===== config.mk =====
export PLATFORM = sky130hd
export DESIGN_NAME = cordic_nco_source_flat
export DESIGN_NICKNAME = d
export VERILOG_FILES = /design/src/rtl/nco_pkg.sv /design/src/rtl/cordic_nco_source_if.sv /design/src/rtl/nco_rate_divider.sv /design/src/rtl/cordic_nco_source.sv /design/src/flat_wrapper.sv
export SDC_FILE = /design/constraint.sdc
export NUM_CORES = 1
export LEC_CHECK = 0
export CORE_MARGIN = 2
export CORE_UTILIZATION = 34
export DETAILED_ROUTE_END_ITERATION = 6
export GPL_ROUTABILITY_DRIVEN = 0
export PLACE_DENSITY = 0.56
export SETUP_SLACK_MARGIN = 0.2
export SYNTH_ARGS = -nofsm -noshare
export SYNTH_HDL_FRONTEND = slang
export SYNTH_SLANG_ARGS = --single-unit
export TNS_END_PERCENT = 1

===== constraint.sdc =====
create_clock -name clk -period 3.3 [get_ports clk]
set_input_delay 0.66 -clock clk [delete_from_list [all_inputs] [get_ports clk]]
set_output_delay 0.66 -clock clk [all_outputs]
set_load 0.01 [all_outputs]

===== src/rtl/nco_pkg.sv =====
// Shared constants and phase-quadrant encoding for the NCO and the CORDIC rotator.
package nco_pkg;

  localparam int          NCO_WIDTH     = 32;
  localparam logic [31:0] NCO_X_INIT    = 32'h26DD3B6A;
  localparam int          NCO_DIV_WIDTH = 16;

  // Top two phase bits; the CORDIC quadrant pre-rotation uses the same encoding.
  typedef enum logic [1:0] {
    QUAD_RIGHT_POS   = 2'b00,
    QUAD_POS_HALF_PI = 2'b01,
    QUAD_NEG_HALF_PI = 2'b10,
    QUAD_RIGHT_NEG   = 2'b11
  } quadrant_e;

  function automatic quadrant_e quadrant_of(input logic [NCO_WIDTH-1:0] phase);
    return quadrant_e'(phase[NCO_WIDTH-1 -: 2]);
  endfunction

endpackage


===== src/rtl/cordic_nco_source_if.sv =====
// Sample output bus towards the CORDIC rotator, valid/ready handshake.
interface cordic_nco_source_if
  import nco_pkg::*;
#(
  parameter int WIDTH = NCO_WIDTH
) ();

  logic signed [WIDTH-1:0] x_0;
  logic signed [WIDTH-1:0] y_0;
  logic signed [WIDTH-1:0] z_0;
  logic                    out_valid;
  logic                    out_ready;

  modport master (
    output x_0, y_0, z_0, out_valid,
    input  out_ready
  );

  modport slave (
    input  x_0, y_0, z_0, out_valid,
    output out_ready
  );

endinterface


===== src/rtl/nco_rate_divider.sv =====
// Sample-rate divider: one tick every rate_div+1 enabled cycles.
module nco_rate_divider
  import nco_pkg::*;
#(
  parameter int DIV_WIDTH = NCO_DIV_WIDTH
) (
  input  logic                 clk,
  input  logic                 rst,
  input  logic                 enable,
  input  logic                 sync_clr,
  input  logic [DIV_WIDTH-1:0] rate_div,
  output logic                 tick
);

  logic [DIV_WIDTH-1:0] div_cnt_q;
  logic [DIV_WIDTH-1:0] div_cnt_d;

  // >= so that lowering rate_div below the running count ticks at once.
  always_comb begin
    tick      = enable && !sync_clr && (div_cnt_q >= rate_div);
    div_cnt_d = div_cnt_q;
    if (sync_clr) begin
      div_cnt_d = '0;
    end else if (tick) begin
      div_cnt_d = '0;
    end else if (enable) begin
      div_cnt_d = div_cnt_q + DIV_WIDTH'(1);
    end
  end

  always_ff @(posedge clk) begin
    if (rst) begin
      div_cnt_q <= '0;
    end else begin
      div_cnt_q <= div_cnt_d;
    end
  end

endmodule


===== src/rtl/cordic_nco_source.sv =====
// Phase-accumulator NCO producing CORDIC x_0/y_0/z_0 with shadowed FTW/offset.
module cordic_nco_source
  import nco_pkg::*;
#(
  parameter int               WIDTH     = NCO_WIDTH,
  parameter logic [WIDTH-1:0] X_INIT    = WIDTH'(NCO_X_INIT),
  parameter int               DIV_WIDTH = NCO_DIV_WIDTH
) (
  input  logic                  clk,
  input  logic                  rst,
  input  logic [WIDTH-1:0]      ftw_in,
  input  logic                  ftw_we,
  input  logic [WIDTH-1:0]      pofs_in,
  input  logic                  pofs_we,
  input  logic [DIV_WIDTH-1:0]  rate_div,
  input  logic                  enable,
  input  logic                  sync_clr,
  cordic_nco_source_if.master   out_if,
  output logic                  overrun
);

  logic             tick;
  logic             slot_free;
  logic [WIDTH-1:0] sample_phase;

  logic [WIDTH-1:0] acc_q, acc_d;
  logic [WIDTH-1:0] ftw_shadow_q, ftw_shadow_d;
  logic [WIDTH-1:0] pofs_shadow_q, pofs_shadow_d;
  logic [WIDTH-1:0] x_0_q, x_0_d;
  logic [WIDTH-1:0] y_0_q, y_0_d;
  logic [WIDTH-1:0] z_0_q, z_0_d;
  logic             out_valid_q, out_valid_d;
  logic             overrun_q, overrun_d;

  nco_rate_divider #(
    .DIV_WIDTH (DIV_WIDTH)
  ) u_rate_divider (
    .clk      (clk),
    .rst      (rst),
    .enable   (enable),
    .sync_clr (sync_clr),
    .rate_div (rate_div),
    .tick     (tick)
  );

  // Ticks read the shadows as they were before this edge's writes land.
  assign sample_phase = acc_q + pofs_shadow_q;
  assign slot_free    = !out_valid_q || out_if.out_ready;

  always_comb begin
    acc_d         = acc_q;
    ftw_shadow_d  = ftw_we  ? ftw_in  : ftw_shadow_q;
    pofs_shadow_d = pofs_we ? pofs_in : pofs_shadow_q;
    x_0_d         = x_0_q;
    y_0_d         = y_0_q;
    z_0_d         = z_0_q;
    out_valid_d   = out_valid_q;
    overrun_d     = overrun_q;
    if (sync_clr) begin
      acc_d       = '0;
      out_valid_d = 1'b0;
      overrun_d   = 1'b0;
    end else if (tick) begin
      acc_d = acc_q + ftw_shadow_q;
      if (slot_free) begin
        x_0_d       = X_INIT;
        y_0_d       = '0;
        z_0_d       = sample_phase;
        out_valid_d = 1'b1;
      end else begin
        overrun_d = 1'b1;
      end
    end else if (out_if.out_ready) begin
      out_valid_d = 1'b0;
    end
  end

  always_ff @(posedge clk) begin
    if (rst) begin
      acc_q         <= '0;
      ftw_shadow_q  <= '0;
      pofs_shadow_q <= '0;
      x_0_q         <= '0;
      y_0_q         <= '0;
      z_0_q         <= '0;
      out_valid_q   <= 1'b0;
      overrun_q     <= 1'b0;
    end else begin
      acc_q         <= acc_d;
      ftw_shadow_q  <= ftw_shadow_d;
      pofs_shadow_q <= pofs_shadow_d;
      x_0_q         <= x_0_d;
      y_0_q         <= y_0_d;
      z_0_q         <= z_0_d;
      out_valid_q   <= out_valid_d;
      overrun_q     <= overrun_d;
    end
  end

  assign out_if.x_0       = $signed(x_0_q);
  assign out_if.y_0       = $signed(y_0_q);
  assign out_if.z_0       = $signed(z_0_q);
  assign out_if.out_valid = out_valid_q;
  assign overrun          = overrun_q;

endmodule


===== src/flat_wrapper.sv =====
// flat-port wrapper written by rule: the top's interface ports become plain ports
module cordic_nco_source_flat import nco_pkg::*;
#(
  parameter int               WIDTH     = NCO_WIDTH,
  parameter logic [WIDTH-1:0] X_INIT    = WIDTH'(NCO_X_INIT),
  parameter int               DIV_WIDTH = NCO_DIV_WIDTH
)
  (clk, rst, ftw_in, ftw_we, pofs_in, pofs_we, rate_div, enable, sync_clr, overrun, out_if_x_0, out_if_y_0, out_if_z_0, out_if_out_valid, out_if_out_ready);
  cordic_nco_source_if #(.WIDTH(WIDTH)) out_if_i ();
  input  logic clk;
  input  logic rst;
  input  logic [WIDTH-1:0] ftw_in;
  input  logic ftw_we;
  input  logic [WIDTH-1:0] pofs_in;
  input  logic pofs_we;
  input  logic [DIV_WIDTH-1:0] rate_div;
  input  logic enable;
  input  logic sync_clr;
  output logic overrun;
  output wire logic [$bits(out_if_i.x_0)-1:0] out_if_x_0;
  output wire logic [$bits(out_if_i.y_0)-1:0] out_if_y_0;
  output wire logic [$bits(out_if_i.z_0)-1:0] out_if_z_0;
  output wire logic [$bits(out_if_i.out_valid)-1:0] out_if_out_valid;
  input wire logic [$bits(out_if_i.out_ready)-1:0] out_if_out_ready;
  assign out_if_x_0 = out_if_i.x_0;
  assign out_if_y_0 = out_if_i.y_0;
  assign out_if_z_0 = out_if_i.z_0;
  assign out_if_out_valid = out_if_i.out_valid;
  assign out_if_i.out_ready = out_if_out_ready;
  cordic_nco_source #(.WIDTH(WIDTH), .X_INIT(X_INIT), .DIV_WIDTH(DIV_WIDTH)) u_core (.clk(clk), .rst(rst), .ftw_in(ftw_in), .ftw_we(ftw_we), .pofs_in(pofs_in), .pofs_we(pofs_we), .rate_div(rate_div), .enable(enable), .sync_clr(sync_clr), .out_if(out_if_i), .overrun(overrun));
endmodule

==> out/metrics.yaml <==
status: "finished, violations left"
violations: "DRC"
grt_pass1_wl_mm: 36.21
dp.cells: 1526
synth_top_family_by_area: "simple AND/OR/NAND/NOR gates"
grt_max_degree: 76
wl_per_cell_um: 14.50
preCtsSetupSlack_ns: -0.1018
root_buffer: "clkbuf_16"
synth_compound_area_frac: 0.1680
max-clock-path-buffers: 2
period_needed_ns: 2.925
worstPathArrival_ns: 3.24
synthFlopType: "dfxtp_1"
start_kind: "flip-flop"
max-cap-violations: 0
worst_pin_slew_ns: 1.005
routed_wl_mm: 22.59
cp_top_family: "compound AO/OA/AOI/OAI gates"
cp_num_buf_inv: 0
start_util: 0.3475
hold_class: "flip-flop to flip-flop"
io_pins: 185
post-route-period-util: 0.8865
finalWorstSetupSlack_ns: 0.3746
yosys.area_share.adder: 0.1133
yosys_warnings: 0
multi_input_area_mm2: 0.005594
cts_tree: "yes"
netlist_instances: 1091
post_cts_buffers: 0
ys_async_sr_fraction: 0
clock_latency_ns: 0.42
viasPerCell: 4.815
detail_route.iter0.violations: 414
endpoint_kind: "flip-flop"
grt_pass1_vias: 7032
crit_chain: "ha_1 -> fa_1 -> a21oi_1 -> a2bb2oi_2 -> a2111oi_2 -> o2111ai_1 -> a21oi_1 -> a211oi_2 -> a21oi_1 -> xnor2_1 -> o21ai_1"
port_buffers: 138
critPathMaxFanout: 4
seqPwrFrac: 0.441
clock_skew_ns: 0.008783
syn_to_final_growth_pct: 23.59
first_pass_iters: 7
drive_gt1_frac: 0.05728
synth_edf_count: 0
crit_top_cell: "a21oi_1"
leakage_nw: 4.919
cts-buffers-inserted: 17
synth_area_per_cell_um2: 8.323
critPathMaxStageDelay_ns: 0.41
hpwl_mm: 17.52
netlist_area_mm2: 0.009080
cp_data_required_time_ns: 3.61
ant_nets: 0
report.final.slew_viol_count: 0
nets: 1378
synth_seq_cells: 147
utilization: 0.4294
die_x_um: 167.4
yosys.area_share.simple: 0.1691
final_common_cell: "dfxtp_1"
synth-seq-area-share: 0.3241
clkTransAtPathRegs_ns: 0.06
hold_slack_ns: 0.4474
antenna_found_initial: 1
yosys.cell_types.count: 62
p_clk_frac: 0.459
p_switching_w: 0.001015
overflow: 0
critical_path_class: "flip-flop to flip-flop"
core_mm2: 0.02613
p_int_w: 0.003196
mostFrequentLayoutCells: "dfxtp_1, clkdlybuf4s50_1, nor2_1, nand2_1, a21oi_1"
ir_drop_v: 0.0003038
dieArea_mm2: 0.02803
fp-row-count: 59
dpl_cell_area_mm2: 0.01060
final_area_mm2: 0.01122
swShare: 0.2410
cts_sinks: 147
seq_area_mm2: 0.002943
grt_use_total: 0.1603
instances_no_fill: 1558
clock.fmax_mhz: 341.8
power.density_mw_per_mm2: 375.2
die_h_um: 167.4
final_hold_viol_count: 0
vias: 7502
cp_slowest_cell: "fa_1"
nFillCells: 2619
htreeDepth: 4
post-route-drc-count: 32
muxShareOfSynthArea: 0.07717
finalSetupViolCount: 0
slew_headroom: 0.3303
p_comb_frac: 0.100
synth_xor_area_frac: 0.06559
rsz0062_at_grt: "true"
[registers in the layout, indices dropped and copies added (netlist names)]
name                             count
u_core.pofs_shadow_q                32
u_core.ftw_shadow_q                 32
u_core.out_if.out_valid              1
u_core.out_if.z_0                   32
u_core.out_if.x_0                    1
u_core.overrun                       1
u_core.u_rate_divider.div_cnt_q     16
u_core.acc_q                        32
[cell families (layout without fill, tap and decap cells)]
| logic type | Yosys count | after routing |
|---|---|---|
| simple gates | 352 | 352 |
| compound gates | 239 | 239 |
| flops | 147 | 147 |
| buf+inv | 133 | 219 |
| fa+ha+maj | 81 | 81 |
| mux | 70 | 70 |
| xor+xnor | 68 | 68 |
| other cells | 1 | 47 |
[routing by layer]
layer  GRT usage  share of wire
met1      0.2336           0.52
met2      0.2376           0.42
met3     0.03758          0.054
met4     0.03970         0.0085
met5           0        0.00053
[power by group through the flow]
stage               sequential [W]  combinational [W]  clock, W
floorplan                  0.00188           0.000298         0
global placement           0.00190           0.000420         0
detailed placement         0.00190           0.000421         0
CTS                        0.00186           0.000423   0.00199
global route               0.00186           0.000467   0.00206
finish                     0.00186           0.000422   0.00193
[final timing paths]
kind	startpoint	to	slack, ns	cells past startpoint
worst min register to register	u_core.out_if.z_0[28]	u_core.out_if.z_0[28]	0.45	2
worst min-delay path	u_core.out_if.z_0[28]	u_core.out_if.z_0[28]	0.45	2
worst max register to register	u_core.acc_q[0]	u_core.out_if.z_0[30]	0.37	11
worst max-delay path	u_core.acc_q[0]	u_core.out_if.z_0[30]	0.37	11
[stage by stage]
stage,setup TNS [ns],power [W]
after floorplan,0,0.002180
after global placement,-2.228,0.002318
after detailed placement,-3.765,0.002318
after CTS,0,0.004271
after global routing,0,0.004386
final,0,0.004210
[synthesized netlist by cell type (2+ instances only)]
| master | count | share of area |
|---|---|---|
| o41ai_1 | 2 | 0.0019 |
| dfxtp_1 | 147 | 0.32 |
| nor2b_1 | 6 | 0.0041 |
| o21a_1 | 8 | 0.0066 |
| a211oi_1 | 16 | 0.013 |
| or2_1 | 2 | 0.0014 |
| and3_1 | 8 | 0.0055 |
| a21oi_1 | 101 | 0.056 |
| buf_4 | 65 | 0.054 |
| and2_1 | 3 | 0.0021 |
| inv_1 | 32 | 0.013 |
| a21o_1 | 30 | 0.025 |
| a221o_1 | 2 | 0.0022 |
| nor2_1 | 132 | 0.055 |
| nor3_1 | 9 | 0.0050 |
| nor4_1 | 4 | 0.0028 |
| a211oi_2 | 4 | 0.0055 |
| o21bai_1 | 5 | 0.0041 |
| a21boi_1 | 2 | 0.0017 |
| nand4_1 | 12 | 0.0083 |
| a31oi_1 | 6 | 0.0041 |
| nand2_1 | 122 | 0.050 |
| buf_1 | 7 | 0.0029 |
| xnor2_1 | 37 | 0.036 |
| nand3b_1 | 6 | 0.0050 |
| clkbuf_1 | 25 | 0.010 |
| fa_1 | 2 | 0.0044 |
| o21ai_1 | 12 | 0.0066 |
| o211ai_1 | 3 | 0.0025 |
| o21ai_0 | 21 | 0.012 |
| buf_2 | 4 | 0.0022 |
| ha_1 | 79 | 0.11 |
| a2111oi_0 | 4 | 0.0039 |
| mux2i_1 | 70 | 0.077 |
| xor2_1 | 31 | 0.030 |
| o22ai_1 | 4 | 0.0028 |
| or3_1 | 8 | 0.0055 |
| nand3_1 | 25 | 0.014 |
| o31ai_1 | 2 | 0.0017 |
| o2111ai_1 | 4 | 0.0039 |
| nand2b_1 | 8 | 0.0055 |
[worst min-delay path, delay by kind of cell, from the launching register on]
family | cells | cell delay [ns]
AND/OR/NAND/NOR | 1 | 0.05
flip-flops | 1 | 0.31
AO/OA/AOI/OAI | 1 | 0.05
[final cells by class]
class | count | share of cell area
antenna | 1 | 0.0002230
sequential | 147 | 0.2622
inverter | 32 | 0.01070
tap | 335 | 0.03735
multi-input combinational | 856 | 0.4985
timing repair buffer | 156 | 0.1394
clock inverter | 9 | 0.009366
clock buffer | 22 | 0.04226
[what timing repair did]
item | CTS | global route
resized for setup | 1 | 8
endpoints found under the setup margin | 2 | 83
gates cloned | 0 | 0
hold buffers | 0 | 0
endpoints found under the hold margin | 0 | 0
pin swaps | 0 | 1
Power figures use the tool's default switching activity.
==> variant, RTL diff (same settings) <==
The package constant `NCO_DIV_WIDTH` goes from 16 to 32.
--- a/src/rtl/nco_pkg.sv
+++ b/src/rtl/nco_pkg.sv
@@ -5,3 +5,3 @@
   localparam logic [31:0] NCO_X_INIT    = 32'h26DD3B6A;
-  localparam int          NCO_DIV_WIDTH = 16;
+  localparam int          NCO_DIV_WIDTH = 32;
 
Ports: changed (resized rate_div); port bits go from 185 to 201. No check against the original RTL was run, so the function may have changed too.
==> variant against the original RTL <==
Total power rose by 5.7%; setup slack got worse by 0.13 ns; sequential cell count rose by 16; area after synthesis rose by 15%; largest power group is now registers; final area rose by 14%; critical path type unchanged; critical path depth did not move; routed wire length rose by 15%; die area rose by 15%.
==> variant: results (changes against the original RTL) <==
[power_and_ir_drop]
power.share.combinational_pct=10.4  ; +0.4 points
p_int_w=0.00332  ; +3.8%
vdd.ir_drop.worst_v=0.000316  ; +4.2%
p_leak_nw=5.72  ; +16%
powerSeq_w=0.00205  ; +10%
maxPowerGroup=registers
p_seq_share_pct=46.1  ; +2.0 points

[placement]
io_buffers=154  ; +12%
place_ws_ns=-0.146  ; -0.0442 ns
dpl.hpwl_um=20400  ; +16%

[synthesis]
synthTopCellsByArea=dfxtp_1 31%, ha_1 11%, mux2i_1 8.4%
ys_types=78  ; +26%
avgSynthCellArea_um2=8.41  ; +1.1%
synth_commonest_cells=170 x nor2_1, 163 x dfxtp_1, 113 x nand2_1
synth_most_common_cell=nor2_1

[worst_setup_path]
critPathSlowestCell=o41ai_2
arrival_ns=3.39  ; +0.15 ns
r2r-end=u_core.acc_q[28]
crit_path_max_incr_delay_ns=0.39  ; -0.02 ns

[grt]
antenna_found_initial=0  ; -1
grt_pass1_vias=7894  ; +12%
grtUsageMet1_pct=23.2  ; -0.14 points
grtUsageMet2_pct=24.5  ; +0.70 points
grt_usage_pct=16.0  ; about the same
grt_pass1_wl_um=40900  ; +13%
met3_usage_pct=2.30  ; -1.5 points

[final_layout]
n_antenna_cell=0  ; -1
layout.nets=1581  ; +15%

[routing]
detail_route.wl_per_cell_um=14.6  ; +0.42%
dr.max_layer_used=met4
wl_met1_um=13500  ; +16%
met2_length_um=11000  ; +15%
dr.pass1.iters=5  ; -2
vias=8677  ; +16%

[status]
status=finished, final reports clean

[sta]
fin_hold_ws_ns=0.448  ; +0.000405 ns
worst_clock_skew_ns=0.0122  ; +0.00338 ns

variant: changes by cell type after synthesis, sizes merged, moves of 10 or more:
cell | before | now
nor2 | 133 | 170
ha | 79 | 95
xor2 | 31 | 41
o21ai | 33 | 44
a21o | 30 | 44
dfxtp | 147 | 163
a21oi | 102 | 80
nand2 | 123 | 113
mux2i | 70 | 88
inv | 32 | 53
variant: worst max path at each step:
| stage | endpoint | startpoint | slack (ns) |
|---|---|---|---|
| final | u_core.acc_q[28] | u_core.acc_q[0] | 0.24 |
| after global routing | u_core.acc_q[27] | rate_div[9] | 0.16 |
| after CTS | u_core.acc_q[30] | u_core.acc_q[0] | 0.21 |
| after floorplan | u_core.out_if.z_0[10] | rate_div[9] | 0.47 |
| after detailed placement | u_core.u_rate_divider.div_cnt_q[29] | rate_div[9] | -0.15 |
| after global placement | u_core.acc_q[27] | rate_div[29] | -0.12 |
variant: kinds of logic (layout without fill, tap and decap cells):
family	count (synthesis)	after routing	synth area share [%]
adders and majority gates	97	97	11.7
AOI/OAI and AO/OA	262	262	16.9
buffers and inverters	161	267	8.27
muxes	89	89	8.53
other	1	46	0.0359
and+or+nand+nor	394	394	16.9
xor gates and xnor gates	76	76	6.36
DFF	163	163	31.2
variant: repair_timing:
item                       CTS  global route
resized for setup            1             4
buffers inserted             0             2
setup endpoints to repair    2            16
hold endpoints to repair     0             0
pin swaps                    1             2
gates cloned                 0             0
variant: cell type report:
class	instances	area, um2
clock buffers	20	447
clock inverters	12	121
fillers	3066	17600
inverters	53	199
multi-input cells	964	6530
flip-flops and latches	163	3260
well taps	396	495
repair buffers	182	1790
variant: worst min-delay path: stages (launching register included):
cell and delay [ns]:
dfxtp_1 0.31, nand2_1 0.05, a21oi_1 0.05
